==> config.mk <==
export PLATFORM = sky130hd
export DESIGN_NAME = sketch_readout
export DESIGN_NICKNAME = d
export VERILOG_FILES = /design/src/rtl/sketch_readout.sv
export SDC_FILE = /design/constraint.sdc
export NUM_CORES = 1
export LEC_CHECK = 0
export CAP_MARGIN = 10
export CELL_PAD_IN_SITES_DETAIL_PLACEMENT = 0
export CELL_PAD_IN_SITES_GLOBAL_PLACEMENT = 1
export CORE_MARGIN = 5
export CORE_UTILIZATION = 40
export DETAILED_ROUTE_END_ITERATION = 6
export PLACE_DENSITY_LB_ADDON = 0.1
export SYNTH_ARGS = -nofsm -noshare
export SYNTH_HDL_FRONTEND = slang
export SYNTH_SLANG_ARGS = --single-unit
==> constraint.sdc <==
create_clock -name clock -period 3.6 [get_ports clock]
set_input_delay 0.72 -clock clock [delete_from_list [all_inputs] [get_ports clock]]
set_output_delay 0.72 -clock clock [all_outputs]
set_load 0.01 [all_outputs]
==> src/rtl/sketch_readout.sv <==
// ============================================================================
//  Module   : sketch_readout
//  Brief    : Snapshots the bottom-k sorter index array at frame end and
//             streams it smallest-first over valid/ready, then clears the sorter.
//  Revision : 1.0 - initial release
// ============================================================================
`default_nettype none

module sketch_readout #(
    parameter int INDEX_WIDTH     = 10,
    parameter int NUM_COMPARATORS = 8,
    parameter int LOG_COMPARATORS = 3,
    parameter int FRAME_ID_WIDTH  = 8
) (
    input  logic                                     clock,
    input  logic                                     reset,
    input  logic [NUM_COMPARATORS*INDEX_WIDTH-1:0]   indices_flat,
    input  logic                                     frame_done,
    input  logic [INDEX_WIDTH:0]                     frame_len,
    output logic                                     sorter_clear,
    output logic                                     out_valid,
    input  logic                                     out_ready,
    output logic [INDEX_WIDTH-1:0]                   out_index,
    output logic [LOG_COMPARATORS-1:0]               out_rank,
    output logic [FRAME_ID_WIDTH-1:0]                out_frame_id,
    output logic                                     out_last,
    output logic                                     busy,
    output logic                                     drop_err
);

    typedef enum logic [0:0] {
        IDLE = 1'b0,
        SEND = 1'b1
    } state_t;

    localparam logic [INDEX_WIDTH:0]       NC_LEN   = (INDEX_WIDTH+1)'(NUM_COMPARATORS);
    localparam logic [LOG_COMPARATORS:0]   N_MAX    = (LOG_COMPARATORS+1)'(NUM_COMPARATORS);
    localparam logic [LOG_COMPARATORS:0]   N_ONE    = (LOG_COMPARATORS+1)'(1);
    localparam logic [LOG_COMPARATORS-1:0] RANK_ONE = LOG_COMPARATORS'(1);
    localparam logic [FRAME_ID_WIDTH-1:0]  FID_ONE  = FRAME_ID_WIDTH'(1);

    state_t                       state_q, state_d;
    logic [INDEX_WIDTH-1:0]       snap_q [NUM_COMPARATORS];
    logic [INDEX_WIDTH-1:0]       snap_d [NUM_COMPARATORS];
    logic [LOG_COMPARATORS:0]     n_q, n_d;
    logic [LOG_COMPARATORS-1:0]   rank_q, rank_d;
    logic [FRAME_ID_WIDTH-1:0]    frame_id_q, frame_id_d;
    logic [FRAME_ID_WIDTH-1:0]    frame_cnt_q, frame_cnt_d;
    logic                         clear_q, clear_d;
    logic                         drop_q, drop_d;

    logic                         is_send;
    logic                         last_beat;
    logic                         xfer;
    logic                         accept;
    logic [LOG_COMPARATORS:0]     len_clamped;

    assign is_send     = (state_q == SEND);
    assign last_beat   = is_send && ({1'b0, rank_q} == (n_q - N_ONE));
    assign xfer        = is_send && out_ready;
    // A new frame may land on the very edge the previous frame's last beat leaves.
    assign accept      = frame_done && (!is_send || (xfer && last_beat));
    assign len_clamped = (frame_len > NC_LEN) ? N_MAX : frame_len[LOG_COMPARATORS:0];

    always_comb begin
        state_d     = state_q;
        n_d         = n_q;
        rank_d      = rank_q;
        frame_id_d  = frame_id_q;
        frame_cnt_d = frame_cnt_q;
        clear_d     = 1'b0;
        drop_d      = drop_q;
        for (int r = 0; r < NUM_COMPARATORS; r++) begin
            snap_d[r] = snap_q[r];
        end

        if (xfer) begin
            rank_d = rank_q + RANK_ONE;
            if (last_beat) begin
                state_d = IDLE;
            end
        end

        if (accept) begin
            for (int r = 0; r < NUM_COMPARATORS; r++) begin
                snap_d[r] = indices_flat[r*INDEX_WIDTH +: INDEX_WIDTH];
            end
            n_d         = len_clamped;
            rank_d      = '0;
            frame_id_d  = frame_cnt_q;
            frame_cnt_d = frame_cnt_q + FID_ONE;
            clear_d     = 1'b1;
            state_d     = (len_clamped != '0) ? SEND : IDLE;
        end else if (frame_done) begin
            drop_d = 1'b1;
        end
    end

    always_ff @(posedge clock or negedge reset) begin
        if (!reset) begin
            state_q     <= IDLE;
            n_q         <= '0;
            rank_q      <= '0;
            frame_id_q  <= '0;
            frame_cnt_q <= '0;
            clear_q     <= 1'b0;
            drop_q      <= 1'b0;
            for (int r = 0; r < NUM_COMPARATORS; r++) begin
                snap_q[r] <= '0;
            end
        end else begin
            state_q     <= state_d;
            n_q         <= n_d;
            rank_q      <= rank_d;
            frame_id_q  <= frame_id_d;
            frame_cnt_q <= frame_cnt_d;
            clear_q     <= clear_d;
            drop_q      <= drop_d;
            for (int r = 0; r < NUM_COMPARATORS; r++) begin
                snap_q[r] <= snap_d[r];
            end
        end
    end

    // Beat fields are forced to zero outside SEND so the bus is quiet when idle.
    assign out_valid    = is_send;
    assign out_index    = is_send ? snap_q[rank_q] : '0;
    assign out_rank     = is_send ? rank_q : '0;
    assign out_frame_id = is_send ? frame_id_q : '0;
    assign out_last     = last_beat;
    assign busy         = is_send;
    assign sorter_clear = clear_q;
    assign drop_err     = drop_q;

endmodule

`default_nettype wire

# [Word level (Yosys, flattened, before mapping)]
# Cells that the tools add are included.
[word_totals] regBits=106 romBits=0 in_bits=95 out_inout_bits=26 n_memories=0 latchBits=0 ram_bits=0 elab_cells=48
[op_classes] addsub=3 reduce_logical=11 n_div=0 bitwise=2 n_shift=0 eq_ne=1 n_mul=0 mux=14 n_lt_le_gt_ge=2
[op_table] operator="binary-select mux 10 bit (select 3 bit)" n=1
[op_table] operator="2-to-1 mux 10 bit" n=3
[op_table] operator="> comparator 11 x 4 -> 1 bit, second input constant" n=1
[op_table] operator="2-to-1 mux 3 bit" n=3
[op_table] operator="adder 8 x 1 -> 8 bit, second input constant" n=1
[op_table] operator="2-to-1 mux 8 bit" n=1
[op_table] operator="2-to-1 mux 1 bit" n=5
[op_table] operator="== test 3 x 4 -> 1 bit" n=1
[op_table] operator="greater-or-equal comparator 4 bit, second input constant" n=1
[op_table] operator="logical AND 1 bit" n=4
[op_table] operator="2-to-1 mux 4 bit" n=1
[op_table] operator="inverter 3 -> 4 bit" n=1
[op_table] operator="AND reduction 2 bit" n=2
[op_table] operator="nonzero test 2 bit" n=2
[op_table] operator="nonzero test 4 bit" n=1
[op_table] operator="subtractor 4 x 1 -> 4 bit, second input constant" n=1
[op_table] operator="adder 3 x 1 -> 3 bit, second input constant" n=1
[op_table] operator="zero test 1 bit" n=1
[op_table] operator="logical OR 1 bit" n=1
[op_table] operator="inverter 1 bit" n=1

# [Longest topological paths before layout]
# Gate-level depths: netlist of run 1.
[logic_depth] ltp_word=8 ltp_mapped=10 mapped_depth_nobuf=8

# [Worst setup path after synthesis of run 1]
# OpenSTA, ideal clock, no wires.
[synth_path] kind="flip-flop to output port" start="register rank_q[0]" end="output port out_index[2]" path_buffers=2 path_stages_with_launch=6 t_arrival_ps=1541 setup_slack_ps=1339 required_time_ps=2880 cell_sequence="dfrtp_1 -> buf_2 -> buf_2 -> mux4_2 -> mux2i_1 -> nor2_1"
[synth_between] elab_chain_cells=5
[synth_rtl] element="start: declaration" line_no="46" rtl="logic [LOG_COMPARATORS-1:0] rank_q, rank_d;"
[synth_rtl] element="start signal: assignment" line_no="114" rtl="rank_q <= rank_d;"
[synth_rtl] element="inverter 3 -> 4 bit (implied by the code)" line_no="127" rtl="assign out_index = is_send ? snap_q[rank_q] : '0;"
[synth_rtl] element="binary-select mux 10 bit (select 3 bit)" line_no="127"
[synth_rtl] element="2-to-1 mux 10 bit (implied by the code) (2 in a row)" line_no="127"
[synth_rtl] element="2-to-1 mux 10 bit" line_no="127"
[synth_rtl] element="end: declaration" line_no="23" rtl="output logic [INDEX_WIDTH-1:0] out_index,"
# No other way between the ends. The select of a mux whose other input is x is not followed.

# [Worst setup path in the final report of run 1]
[layout_path] start="register n_q[0]" end="output port out_last"
[layout_between] elab_chain_cells=3
[layout_rtl] element="start: declaration" line_no="45" rtl="logic [LOG_COMPARATORS:0] n_q, n_d;"
[layout_rtl] element="start signal: assignment" line_no="113" rtl="n_q <= n_d;"
[layout_rtl] element="subtractor 4 x 1 -> 4 bit" line_no="59" rtl="assign last_beat = is_send && ({1'b0, rank_q} == (n_q - N_ONE));"
[layout_rtl] element="== test 3 x 4 -> 1 bit" line_no="59"
[layout_rtl] element="logical AND 1 bit" line_no="59"
[layout_rtl] element="end: declaration" line_no="26" rtl="output logic out_last,"
# No other way between the ends.

==> insert_results.sql, run 1 <==
INSERT INTO impl_metrics (metric_group, metric, value, unit) VALUES
('clock_network', 'cts_hold_buf', '0', ''),
('logic_synthesis', 'post_synth_num_cell_types', '32', ''),
('finish', 'layout-drive-gt1-share', '8.27', '%'),
('timing', 'finalHoldViolCount', '0', ''),
('clock_network', 'tritoncts.num_buffers', '9', ''),
('critical_path', 'crit_path_end_kind', 'primary output', ''),
('floorplan', 'core_area', '0.0121', 'sq mm'),
('logic_synthesis', 'mappedNetlistArea', '0.00493', 'sq mm'),
('floorplan', 'design.portCount', '121', ''),
('clock_network', 'clock_insertion_delay_worst_skew', '0.34', 'ns'),
('clock_network', 'cts.htree.levels', '3', ''),
('critical_path', 'ordered_cell_list_for_the_critical_path', 'inv_1, ha_1, xor2_2, nor4_4, o211a_1, and2_1, clkdlybuf4s50_1', ''),
('finish', 'layout.cell_area.non_filler', '0.00656', 'sq mm'),
('critical_path', 'start_kind', 'flop', ''),
('power_and_ir_drop', 'worst_ir_drop_vdd', '0.248', 'mV'),
('critical_path', 'crit_path_max_fanout', '4', ''),
('global_route', 'globalRoute.totalOverflow', '0', ''),
('timing', 'totalNegativeSetupSlack', '0', 'ns'),
('floorplan', 'floorplan.die_area', '0.0147', 'sq mm'),
('logic_synthesis', 'complex_gate_fraction_of_the_synthesized_area', '3.04', '%'),
('timing', 'slew_headroom', '37.9', '%'),
('place', 'detailed_place.area', '0.00628', 'sq mm'),
('place', 'place_ws', '0.834', 'ns'),
('drt', 'post-route-drc-count', '0', ''),
('run_status', 'outcome', 'completed', ''),
('logic_synthesis', 'synth.ff_latch_count', '106', ''),
('critical_path', 'critPathMaxStageDelay', '0.53', 'ns'),
('clock_network', 'cts_post_setup_buffers_inserted', '0', ''),
('critical_path', 'cp_slowest_cell', 'sky130_fd_sc_hd__clkdlybuf4s50_1', ''),
('clock_network', 'tritoncts', 'yes', ''),
('timing', 'layout_min_cycle_time', '3.10', 'ns'),
('critical_path', 'regToRegSetupSlack', '0.90', 'ns'),
('drt', 'vias', '3900', ''),
('logic_synthesis', 'post_synth.cell_area_avg', '9.36', 'sq um'),
('finish', 'antenna_cells', '0', ''),
('critical_path', 'worst-endpoint-arrival', '2.38', 'ns'),
('drt', 'routed_wl_per_cell', '15.7', 'um'),
('drt', 'antenna_violating_nets_post_route', '0', ''),
('timing', 'tightest_slew', '0.931', 'ns'),
('timing', 'fmaxAchievable', '323', 'MHz'),
('run', 'maxCapViolCount', '0', ''),
('global_route', 'grt_antenna_before_repair', '0', ''),
('finish', 'layout-area-overhead-vs-synth', '32.9', '%'),
('clock_network', 'cts_root_buf', 'sky130_fd_sc_hd__clkbuf_16', ''),
('clock_network', 'numClockSinks', '106', ''),
('power_and_ir_drop', 'power_density', '381', 'mW/mm^2'),
('logic_synthesis', 'post_synth_and_or_nand_nor_area_fraction', '26.0', '%'),
('hold_path', 'hold_class', 'reg2reg', ''),
('timing', 'finalSetupViolations', '0', ''),
('clock_network', 'clkTransAtPathRegs', '0.07', 'ns'),
('drt', 'postRouteWirelength', '12.7', 'mm'),
('logic_synthesis', 'ys.warnings.count', '0', ''),
('floorplan', 'fp.dieH', '121', 'um'),
('place', 'placed_wire_length_estimate_after_detailed_placement', '9.19', 'mm'),
('timing', 'clock-skew-final', '0.00558', 'ns'),
('finish', 'num-nets-final', '734', ''),
('critical_path', 'worstPathRequired', '2.88', 'ns'),
('clock_network', 'cts_max_path_buffers', '2', ''),
('global_route', 'vias_in_the_first_global_route', '4082', ''),
('critical_path', 'cp.buffers_inverters', '2', ''),
('global_route', 'grt_first_pass_wirelength', '20.7', 'mm'),
('timing', 'worst_setup_slack_final', '0.504', 'ns'),
('logic_synthesis', 'synth_seq_area_share', '53.8', '%'),
('floorplan', 'die_x', '121', 'um'),
('critical_path', 'critical-path-top-delay-family', 'buffers and inverters', ''),
('power_and_ir_drop', 'power.static_leakage', '3.26', 'nW'),
('logic_synthesis', 'synthesized_area_fraction_occupied_by_adder_cells', '0.761', '%'),
('floorplan', 'floorplan.initialDensity', '40.9', '%'),
('drt', 'drt-pass1-iter-count', '4', ''),
('clock_network', 'cts_resized', '0', ''),
('global_route', 'total_grt_usage', '18.0', '%');
-- report_power, final --
part           leakage, nW  internal [mW]  switching (mW)
Sequential            1.44           1.20          0.0122
Clock                0.131          0.485           0.427
Combinational         1.69          0.201           0.171
Total                 3.26           1.89           0.611
-- layout make-up --
| class | count | area, sq um |
|---|---|---|
| clock buffers | 11 | 243 |
| clock inverters | 5 | 30.0 |
| repair buffers | 129 | 1280 |
| multi-input cells | 383 | 2110 |
| inverters | 7 | 27.5 |
| flip-flops and latches | 106 | 2650 |
| well taps | 168 | 210 |
| fillers | 1149 | 5510 |
-- routing by layer --
layer  track usage, %  share of wire (%)  up-vias
met3             4.24                4.8       14
li1                 -                  -     1912
met1             23.1                 44     1875
met4             5.38                1.5        0
met5                0                  0        -
met2             30.3                 50       99
-- cells in the mapped netlist (all sizes together) --
cell      n  share of area (%)
a21oi     2               0.20
nor4      3               0.68
o31ai     2               0.30
or3       1               0.13
nor3      4               0.41
a31o      3               0.53
ha        3               0.76
and3      1               0.13
inv       7               0.53
mux4     20                9.1
nand3     9               0.91
xnor2     5               0.89
o211a     1               0.20
mux2i    10                2.0
o21a      1               0.15
buf      16                1.7
nand2   272                 21
dfrtp   106                 54
o211ai    3               0.74
xor2      5                1.0
and2     13                1.6
nor2     14                1.1
nand4     1               0.13
clkbuf   15                1.1
or4       1               0.15
o21ai     9               0.91
-- sequential cells by signal (all words and copies together) (netlist names) --
register / cells
frame_id_q: 8
rank_q: 3
busy: 1
frame_cnt_q: 8
sorter_clear: 1
drop_err: 1
snap_q: 80
n_q: 4
-- logic make-up (layout without fill, tap and decap cells) --
kind of cell | after synthesis | after routing
buf+inv | 38 | 152
xor+xnor | 10 | 10
mux | 30 | 30
compound gates | 21 | 21
fa+ha+maj | 3 | 3
flops | 106 | 106
simple gates | 319 | 319
-- worst min-delay path, delay by kind of cell, from the launching register on --
family	cells	cell delay (ns)
flip-flops	1	0.34
AND/OR/NAND/NOR	2	0.10
-- metrics by stage --
| step | utilization, % | std cells | hold WS (ns) |
|---|---|---|---|
| global route | 54.4 | 809 | 0.479 |
| floorplan | - | 527 | 0.424 |
| global placement | 52.1 | 793 | 0.452 |
| detailed placement | 52.1 | 793 | 0.456 |
| finish | 54.4 | 809 | 0.468 |
| CTS | 54.4 | 809 | 0.471 |
-- cell usage in the layout (no fill, tap or decap), types with 6 or more instances in the layout --
cell type	synthesis	final
sky130_fd_sc_hd__and2_1	13	13
sky130_fd_sc_hd__buf_4	2	9
sky130_fd_sc_hd__clkbuf_16	0	9
sky130_fd_sc_hd__clkdlybuf4s50_1	0	119
sky130_fd_sc_hd__dfrtp_1	106	105
sky130_fd_sc_hd__inv_1	6	6
sky130_fd_sc_hd__mux2i_1	10	10
sky130_fd_sc_hd__mux4_2	20	20
sky130_fd_sc_hd__nand2_1	272	272
sky130_fd_sc_hd__nand3_1	9	9
sky130_fd_sc_hd__nor2_1	14	14
sky130_fd_sc_hd__o21ai_0	9	9
-- path summary, 6_finish.rpt --
check,depth (start not counted),from,to
min in group asynchronous,1,reset,frame_id_q[2]$_DFFE_PN0P_
max,7,n_q[0]$_DFFE_PN0P_,out_last
min reg2reg,2,frame_id_q[6]$_DFFE_PN0P_,frame_id_q[6]$_DFFE_PN0P_
min,2,frame_id_q[6]$_DFFE_PN0P_,frame_id_q[6]$_DFFE_PN0P_
max in group asynchronous,2,reset,snap_q[35]$_DFFE_PN0P_
max reg2reg,6,busy$_DFFE_PN0P_,frame_cnt_q[5]$_DFFE_PN0P_
(Power assumes the default switching activity.)
==> run 2, diff against run 1 <==
Settings changed: CORE_ASPECT_RATIO set to 0.6.
==> run 2 against run 1 <==
  * Non-clock buffer count is the same
  * Cell area grew 0.78%
  * Clock power grew 12%
  * Largest cell class unchanged
  * Largest power group unchanged
==> insert_results.sql, run 2 (synthesis gave the netlist of run 1 again) <==
INSERT INTO impl_metrics (metric_group, metric, value, unit) VALUES
('clock_network', 'clock_insertion_delay_worst_skew', '0.34', 'ns'),
('place', 'portBuffers', '120', ''),
('power_and_ir_drop', 'power.static_leakage', '3.29', 'nW'),
('timing', 'rsz0062_at_grt', 'no', ''),
('timing', 'totalNegativeSetupSlack', '0', 'ns'),
('timing', 'fmaxAchievable', '318', 'MHz'),
('clock_network', 'tritoncts.num_buffers', '9', ''),
('power_and_ir_drop', 'internal_power', '2.00', 'mW'),
('finish', 'reg_top3', 'snap_q (80), frame_cnt_q (8), frame_id_q (8)', ''),
('power_and_ir_drop', 'clockPowerShare', '39.2', '%'),
('finish', 'layout.cells.most_common', 'sky130_fd_sc_hd__nand2_1', ''),
('critical_path', 'start_kind', 'flop', ''),
('floorplan', 'floorplan.die_area', '0.0147', 'sq mm'),
('clock_network', 'cts_root_buf', 'sky130_fd_sc_hd__clkbuf_16', ''),
('drt', 'routed_wl_per_cell', '15.7', 'um'),
('clock_network', 'cts_post_setup_buffers_inserted', '0', ''),
('clock_network', 'cts_hold_buf', '0', ''),
('finish', 'largest_register', 'snap_q', ''),
('place', 'place_ws', '0.828', 'ns'),
('critical_path', 'worst-endpoint-arrival', '2.43', 'ns'),
('place', 'placed_wire_length_estimate_after_detailed_placement', '9.27', 'mm'),
('timing', 'holdWs', '0.467', 'ns'),
('drt', 'postRouteWirelength', '12.7', 'mm'),
('critical_path', 'crit_path_end_kind', 'primary output', ''),
('clock_network', 'cts_resized', '0', ''),
('place', 'detailed_place.area', '0.00629', 'sq mm'),
('clock_network', 'cts_max_path_buffers', '2', ''),
('clock_network', 'numClockSinks', '106', ''),
('timing', 'post_route_clock_period_utilization', '87.5', '%'),
('drt', 'vias_per_cell', '4.79', ''),
('power_and_ir_drop', 'power_density', '395', 'mW/mm^2'),
('floorplan', 'rows', '31', ''),
('finish', 'multiInputGateArea', '0.00211', 'sq mm'),
('finish', 'mostFrequentLayoutCells', '272 x sky130_fd_sc_hd__nand2_1, 119 x sky130_fd_sc_hd__clkdlybuf4s50_1, 105 x sky130_fd_sc_hd__dfrtp_1, 20 x sky130_fd_sc_hd__mux4_2, 14 x sky130_fd_sc_hd__nor2_1', ''),
('clock_network', 'tritoncts', 'yes', ''),
('timing', 'layout_min_cycle_time', '3.15', 'ns'),
('floorplan', 'floorplan.initialDensity', '40.9', '%'),
('power_and_ir_drop', 'sw_frac_of_total', '23.3', '%'),
('global_route', 'globalRoute.totalOverflow', '0', ''),
('timing', 'finalSetupViolations', '0', ''),
('critical_path', 'crit_path_max_fanout', '4', ''),
('finish', 'num-nets-final', '734', ''),
('finish', 'antenna_cells', '0', ''),
('global_route', 'grt_antenna_before_repair', '0', ''),
('place', 'globalplace.congestion', '0.852', ''),
('clock_network', 'clkTransAtPathRegs', '0.07', 'ns'),
('finish', 'largest_register_ff_count', '80', ''),
('finish', 'layout-drive-gt1-share', '8.27', '%'),
('global_route', 'grt_start_max_net_pins', '67', ''),
('timing', 'clock-skew-final', '0.00929', 'ns'),
('critical_path', 'critPathMaxStageDelay', '0.53', 'ns'),
('finish', 'layout-area-overhead-vs-synth', '34.0', '%'),
('critical_path', 'criticalPathCategory', 'reg2out', ''),
('power_and_ir_drop', 'worst_ir_drop_vdd', '0.234', 'mV'),
('hold_path', 'hold_class', 'reg2reg', ''),
('timing', 'finalHoldViolCount', '0', ''),
('drt', 'drt-pass1-iter-count', '4', ''),
('global_route', 'vias_in_the_first_global_route', '4067', ''),
('finish', 'layout.cell_area.non_filler', '0.00661', 'sq mm'),
('drt', 'post-route-drc-count', '0', ''),
('drt', 'initialDrtViolationCount', '185', ''),
('power_and_ir_drop', 'combinational_cell_fraction_of_total_power', '13.9', '%'),
('power_and_ir_drop', 'netSwitchingPower', '0.606', 'mW'),
('timing', 'worst_setup_slack_final', '0.450', 'ns'),
('timing', 'tightest_slew', '0.862', 'ns'),
('finish', 'fillerInstances', '1107', ''),
('floorplan', 'core_area', '0.0121', 'sq mm'),
('critical_path', 'ordered_cell_list_for_the_critical_path', 'inv_1, ha_1, xor2_2, nor4_4, o211a_1, and2_1, clkdlybuf4s50_1', ''),
('run_status', 'outcome', 'completed', ''),
('global_route', 'total_grt_usage', '18.0', '%'),
('finish', 'seqCellArea', '0.00265', 'sq mm'),
('clock_network', 'cts.htree.levels', '3', ''),
('power_and_ir_drop', 'p_seq_share', '46.9', '%'),
('timing', 'slew_headroom', '42.6', '%'),
('drt', 'vias', '3862', ''),
('run', 'maxCapViolCount', '0', ''),
('critical_path', 'worstPathRequired', '2.88', 'ns'),
('timing', 'timing.final.max_slew_violations', '0', ''),
('drt', 'antenna_violating_nets_post_route', '0', ''),
('floorplan', 'die_x', '153', 'um'),
('critical_path', 'cp_slowest_cell', 'sky130_fd_sc_hd__clkdlybuf4s50_1', ''),
('power_and_ir_drop', 'p_total', '2.61', 'mW'),
('floorplan', 'fp.dieH', '96.0', 'um'),
('floorplan', 'design.portCount', '121', ''),
('global_route', 'grt_first_pass_wirelength', '20.9', 'mm');
## run 2: worst paths after layout
path / from / endpoint / slack (ns) / cells past startpoint
min: frame_id_q[4]$_DFFE_PN0P_ / frame_id_q[4]$_DFFE_PN0P_ / 0.47 / 2
max: n_q[0]$_DFFE_PN0P_ / out_last / 0.45 / 7
max reg2reg: busy$_DFFE_PN0P_ / frame_cnt_q[7]$_DFFE_PN0P_ / 0.99 / 6
min in group asynchronous: reset / snap_q[45]$_DFFE_PN0P_ / 0.49 / 1
max in group asynchronous: reset / n_q[1]$_DFFE_PN0P_ / 2.23 / 2
min reg2reg: frame_id_q[4]$_DFFE_PN0P_ / frame_id_q[4]$_DFFE_PN0P_ / 0.47 / 2
## run 2: worst max-delay path, delay by kind of cell (launching register included)
family,cells,cell delay (ns)
flops,1,0.41
buf+inv,2,0.62
xor+xnor,1,0.17
fa+ha+maj,1,0.23
simple gates,2,0.39
compound gates,1,0.27
## run 2: metrics by stage
stage | cells | util, %
after floorplan | 527 | -
after global placement | 790 | 52.2
after detailed placement | 790 | 52.2
after CTS | 806 | 54.8
after global routing | 806 | 54.8
final | 806 | 54.8
## run 2: power groups by stage
stage | Sequential [mW] | Combinational (mW) | Clock [mW]
after floorplan | 1.23 | 0.181 | 0
after global placement | 1.24 | 0.362 | 0
after detailed placement | 1.25 | 0.367 | 0
after CTS | 1.22 | 0.369 | 1.05
after global routing | 1.23 | 0.392 | 1.09
final | 1.22 | 0.362 | 1.02
## run 2: layer usage
metal | wire [um] | track usage, % | up-vias
met3 | 718 | 5.21 | 7
met5 | 0 | 0 | -
li1 | - | - | 1901
met1 | 6170 | 25.5 | 1851
met4 | 73 | 3.16 | 0
met2 | 5700 | 28.2 | 103
## run 2: layout make-up
class,count,area share (%)
multi-input combinational,383,32.0
clock inverter,3,0.701
timing repair buffer,129,19.5
clock buffer,13,4.09
sequential,106,40.2
inverter,7,0.398
tap,165,3.12
==> run 3, diff against run 2 <==
Settings changed: CORE_MARGIN 5 to 3.
==> run 3 against run 2 <==
  * Global-route usage shrank 0.21 points
  * Clock power up 12%
  * Worst hold slack improved by 0.00085 ns
  * Combinational power decreased by 3%
  * Sequential share of layout area shrank 0.20 points
  * Critical path depth down 2
  * Total power is 4.4% higher
  * Clock-buffer cell count down 3
  * First-iteration DRC count rose by 22%
  * Cell count is 0.37% lower
  * Non-clock buffer count is 2 higher
==> insert_results.sql, run 3 (synthesis gave the netlist of run 1 again) <==
INSERT INTO impl_metrics (metric_group, metric, value, unit) VALUES
('hold_path', 'min_delay_path_depth', '1', ''),
('clock_network', 'cts_hold_buf', '0', ''),
('critical_path', 'crit-reg2reg-launch', 'rank_q[0]$_DFFE_PN0P_', ''),
('critical_path', 'rr_endpoint', 'snap_q[77]$_DFFE_PN0P_', ''),
('clock_network', 'cts_max_path_buffers', '2', ''),
('floorplan', 'fp.dieH', '92.0', 'um'),
('drt', 'antenna_violating_nets_post_route', '0', ''),
('timing', 'slew_headroom', '30.1', '%'),
('global_route', 'grt_start_max_net_pins', '85', ''),
('critical_path', 'worstRegToRegCells', '7', ''),
('drt', 'post-route-drc-count', '0', ''),
('timing', 'clock-skew-final', '0.00741', 'ns'),
('clock_network', 'tritoncts', 'yes', ''),
('clock_network', 'cts.htree.levels', '3', ''),
('critical_path', 'regToRegSetupSlack', '1.12', 'ns'),
('power_and_ir_drop', 'combinational_cell_fraction_of_total_power', '12.9', '%'),
('timing', 'totalNegativeSetupSlack', '0', 'ns'),
('finish', 'layout.cell_area.non_filler', '0.00664', 'sq mm'),
('drt', 'vias', '3895', ''),
('finish', 'reg_top3', 'snap_q (80), frame_cnt_q (8), frame_id_q (8)', ''),
('timing', 'tightest_slew', '1.05', 'ns'),
('finish', 'mostFrequentLayoutCells', '272 x sky130_fd_sc_hd__nand2_1, 119 x sky130_fd_sc_hd__clkdlybuf4s50_1, 105 x sky130_fd_sc_hd__dfrtp_1, 20 x sky130_fd_sc_hd__mux4_2, 14 x sky130_fd_sc_hd__nor2_1', ''),
('global_route', 'vias_in_the_first_global_route', '3838', ''),
('floorplan', 'core_area', '0.0117', 'sq mm'),
('clock_network', 'clkTransAtPathRegs', '0.07', 'ns'),
('floorplan', 'design.portCount', '121', ''),
('clock_network', 'tritoncts.num_buffers', '9', ''),
('critical_path', 'worstPathRequired', '2.88', 'ns'),
('clock_network', 'cts_root_buf', 'sky130_fd_sc_hd__clkbuf_16', ''),
('power_and_ir_drop', 'sw_frac_of_total', '22.8', '%'),
('power_and_ir_drop', 'p_seq_share', '45.3', '%'),
('clock_network', 'cts_resized', '0', ''),
('power_and_ir_drop', 'power.static_leakage', '3.31', 'nW'),
('finish', 'layout-area-overhead-vs-synth', '34.6', '%'),
('timing', 'post_route_clock_period_utilization', '93.1', '%'),
('critical_path', 'crit_path_max_fanout', '19', ''),
('critical_path', 'worst-endpoint-arrival', '2.63', 'ns'),
('power_and_ir_drop', 'worst_ir_drop_vdd', '0.221', 'mV'),
('critical_path', 'start_kind', 'flop', ''),
('critical_path', 'critPathMaxStageDelay', '0.75', 'ns'),
('floorplan', 'floorplan.die_area', '0.0137', 'sq mm'),
('power_and_ir_drop', 'clockPowerShare', '41.9', '%'),
('finish', 'layout.cells.most_common', 'sky130_fd_sc_hd__nand2_1', ''),
('global_route', 'total_grt_usage', '17.8', '%'),
('hold_path', 'min_delay_worst_endpoint', 'frame_cnt_q[7]$_DFFE_PN0P_', ''),
('timing', 'fmaxAchievable', '299', 'MHz'),
('drt', 'routed_wl_per_cell', '14.8', 'um'),
('finish', 'antenna_cells', '0', ''),
('critical_path', 'ordered_cell_list_for_the_critical_path', 'buf_4, mux4_2, mux2i_1, nor2_1, clkdlybuf4s50_1', ''),
('floorplan', 'floorplan.initialDensity', '42.3', '%'),
('timing', 'layout_min_cycle_time', '3.35', 'ns'),
('critical_path', 'crit_path_end_kind', 'primary output', ''),
('global_route', 'grt_first_pass_wirelength', '19.1', 'mm'),
('finish', 'largest_register_ff_count', '80', ''),
('drt', 'initialDrtViolationCount', '225', ''),
('timing', 'rsz0062_at_grt', 'no', ''),
('drt', 'vias_per_cell', '4.85', ''),
('hold_path', 'hold_class', 'reg2reg', ''),
('finish', 'num-nets-final', '736', ''),
('place', 'placed_wire_length_estimate_after_detailed_placement', '8.49', 'mm'),
('critical_path', 'criticalPathCategory', 'reg2out', ''),
('global_route', 'grt_antenna_before_repair', '0', ''),
('finish', 'layout-drive-gt1-share', '8.71', '%'),
('place', 'portBuffers', '120', ''),
('global_route', 'globalRoute.totalOverflow', '0', ''),
('clock_network', 'numClockSinks', '106', ''),
('timing', 'finalHoldViolCount', '0', ''),
('drt', 'postRouteWirelength', '11.9', 'mm'),
('critical_path', 'cp_slowest_cell', 'sky130_fd_sc_hd__dfrtp_2', ''),
('power_and_ir_drop', 'internal_power', '2.10', 'mW'),
('clock_network', 'clock_insertion_delay_worst_skew', '0.35', 'ns'),
('floorplan', 'die_x', '149', 'um'),
('timing', 'timing.final.max_slew_violations', '0', ''),
('clock_network', 'cts_post_setup_buffers_inserted', '0', ''),
('run', 'maxCapViolCount', '0', ''),
('finish', 'largest_register', 'snap_q', ''),
('power_and_ir_drop', 'power_density', '410', 'mW/mm^2'),
('place', 'globalplace.congestion', '0.782', ''),
('hold_path', 'min-delay-start', 'frame_cnt_q[7]$_DFFE_PN0P_', ''),
('floorplan', 'rows', '30', ''),
('place', 'detailed_place.area', '0.00629', 'sq mm'),
('power_and_ir_drop', 'netSwitchingPower', '0.621', 'mW'),
('drt', 'drt-pass1-iter-count', '5', ''),
('timing', 'finalSetupViolations', '0', ''),
('run_status', 'outcome', 'completed', '');
## run 3: changes by cell type in the layout (fill, tap and decap cells not counted), sizes merged
cell      delta
clkinvlp     -1
clkbuf       -3
buf          +2
clkinv       +2
bufinv       +2
## run 3: area by class of cell
class                      count  area (sq um)
fill                        1037          5030
sequential                   106          2650
multi-input combinational    383          2110
timing repair buffer         131          1290
clock buffer                  10           239
tap                          160           200
clock inverter                 6           113
inverter                       7          27.5
## run 3: power groups by stage
stage	registers (mW)	logic (mW)	clock network, mW
2_1_floorplan	1.23	0.181	0
3_3_place_gp	1.26	0.351	0
3_5_place_dp	1.26	0.355	0
4_1_cts	1.23	0.356	1.16
5_1_grt	1.24	0.378	1.21
6_report	1.23	0.350	1.14
## run 3: worst max-delay path: cells and delay by family, from the launching register on
kind,cells,cell delay (ns)
buf+inv,2,0.79
flops,1,0.75
mux,2,0.67
simple gates,1,0.07
## run 3: stage by stage
step | worst slack (ns) | util (%) | power, mW | hold WS, ns | cells
CTS | 0.170 | 56.9 | 2.75 | 0.474 | 803
finish | 0.250 | 56.9 | 2.72 | 0.468 | 803
global placement | 0.575 | 53.9 | 1.61 | 0.453 | 787
floorplan | 1.34 | - | 1.41 | 0.424 | 527
global route | 0.0400 | 56.9 | 2.82 | 0.495 | 803
detailed placement | 0.548 | 53.9 | 1.61 | 0.459 | 787
## run 3: worst max-delay path by stage
| stage | startpoint | to | slack [ns] |
|---|---|---|---|
| 4_1_cts | rank_q[0]$_DFFE_PN0P_ | out_index[0] | 0.17 |
| 3_3_place_gp | rank_q[0]$_DFFE_PN0P_ | out_index[0] | 0.58 |
| 6_report | rank_q[0]$_DFFE_PN0P_ | out_index[0] | 0.25 |
| 3_5_place_dp | rank_q[0]$_DFFE_PN0P_ | out_index[0] | 0.55 |
| 2_1_floorplan | rank_q[0]$_DFFE_PN0P_ | out_index[2] | 1.34 |
| 5_1_grt | rank_q[0]$_DFFE_PN0P_ | out_index[0] | 0.04 |
## run 3: per-layer routing
metal	up-vias	wire, um	part of all wire [%]	global-route usage, %
met5	-	0	0	0
met4	0	38	0.32	4.27
met3	2	815	6.8	5.83
met2	120	5220	44	25.8
met1	1865	5840	49	25.9
li1	1908	-	-	-
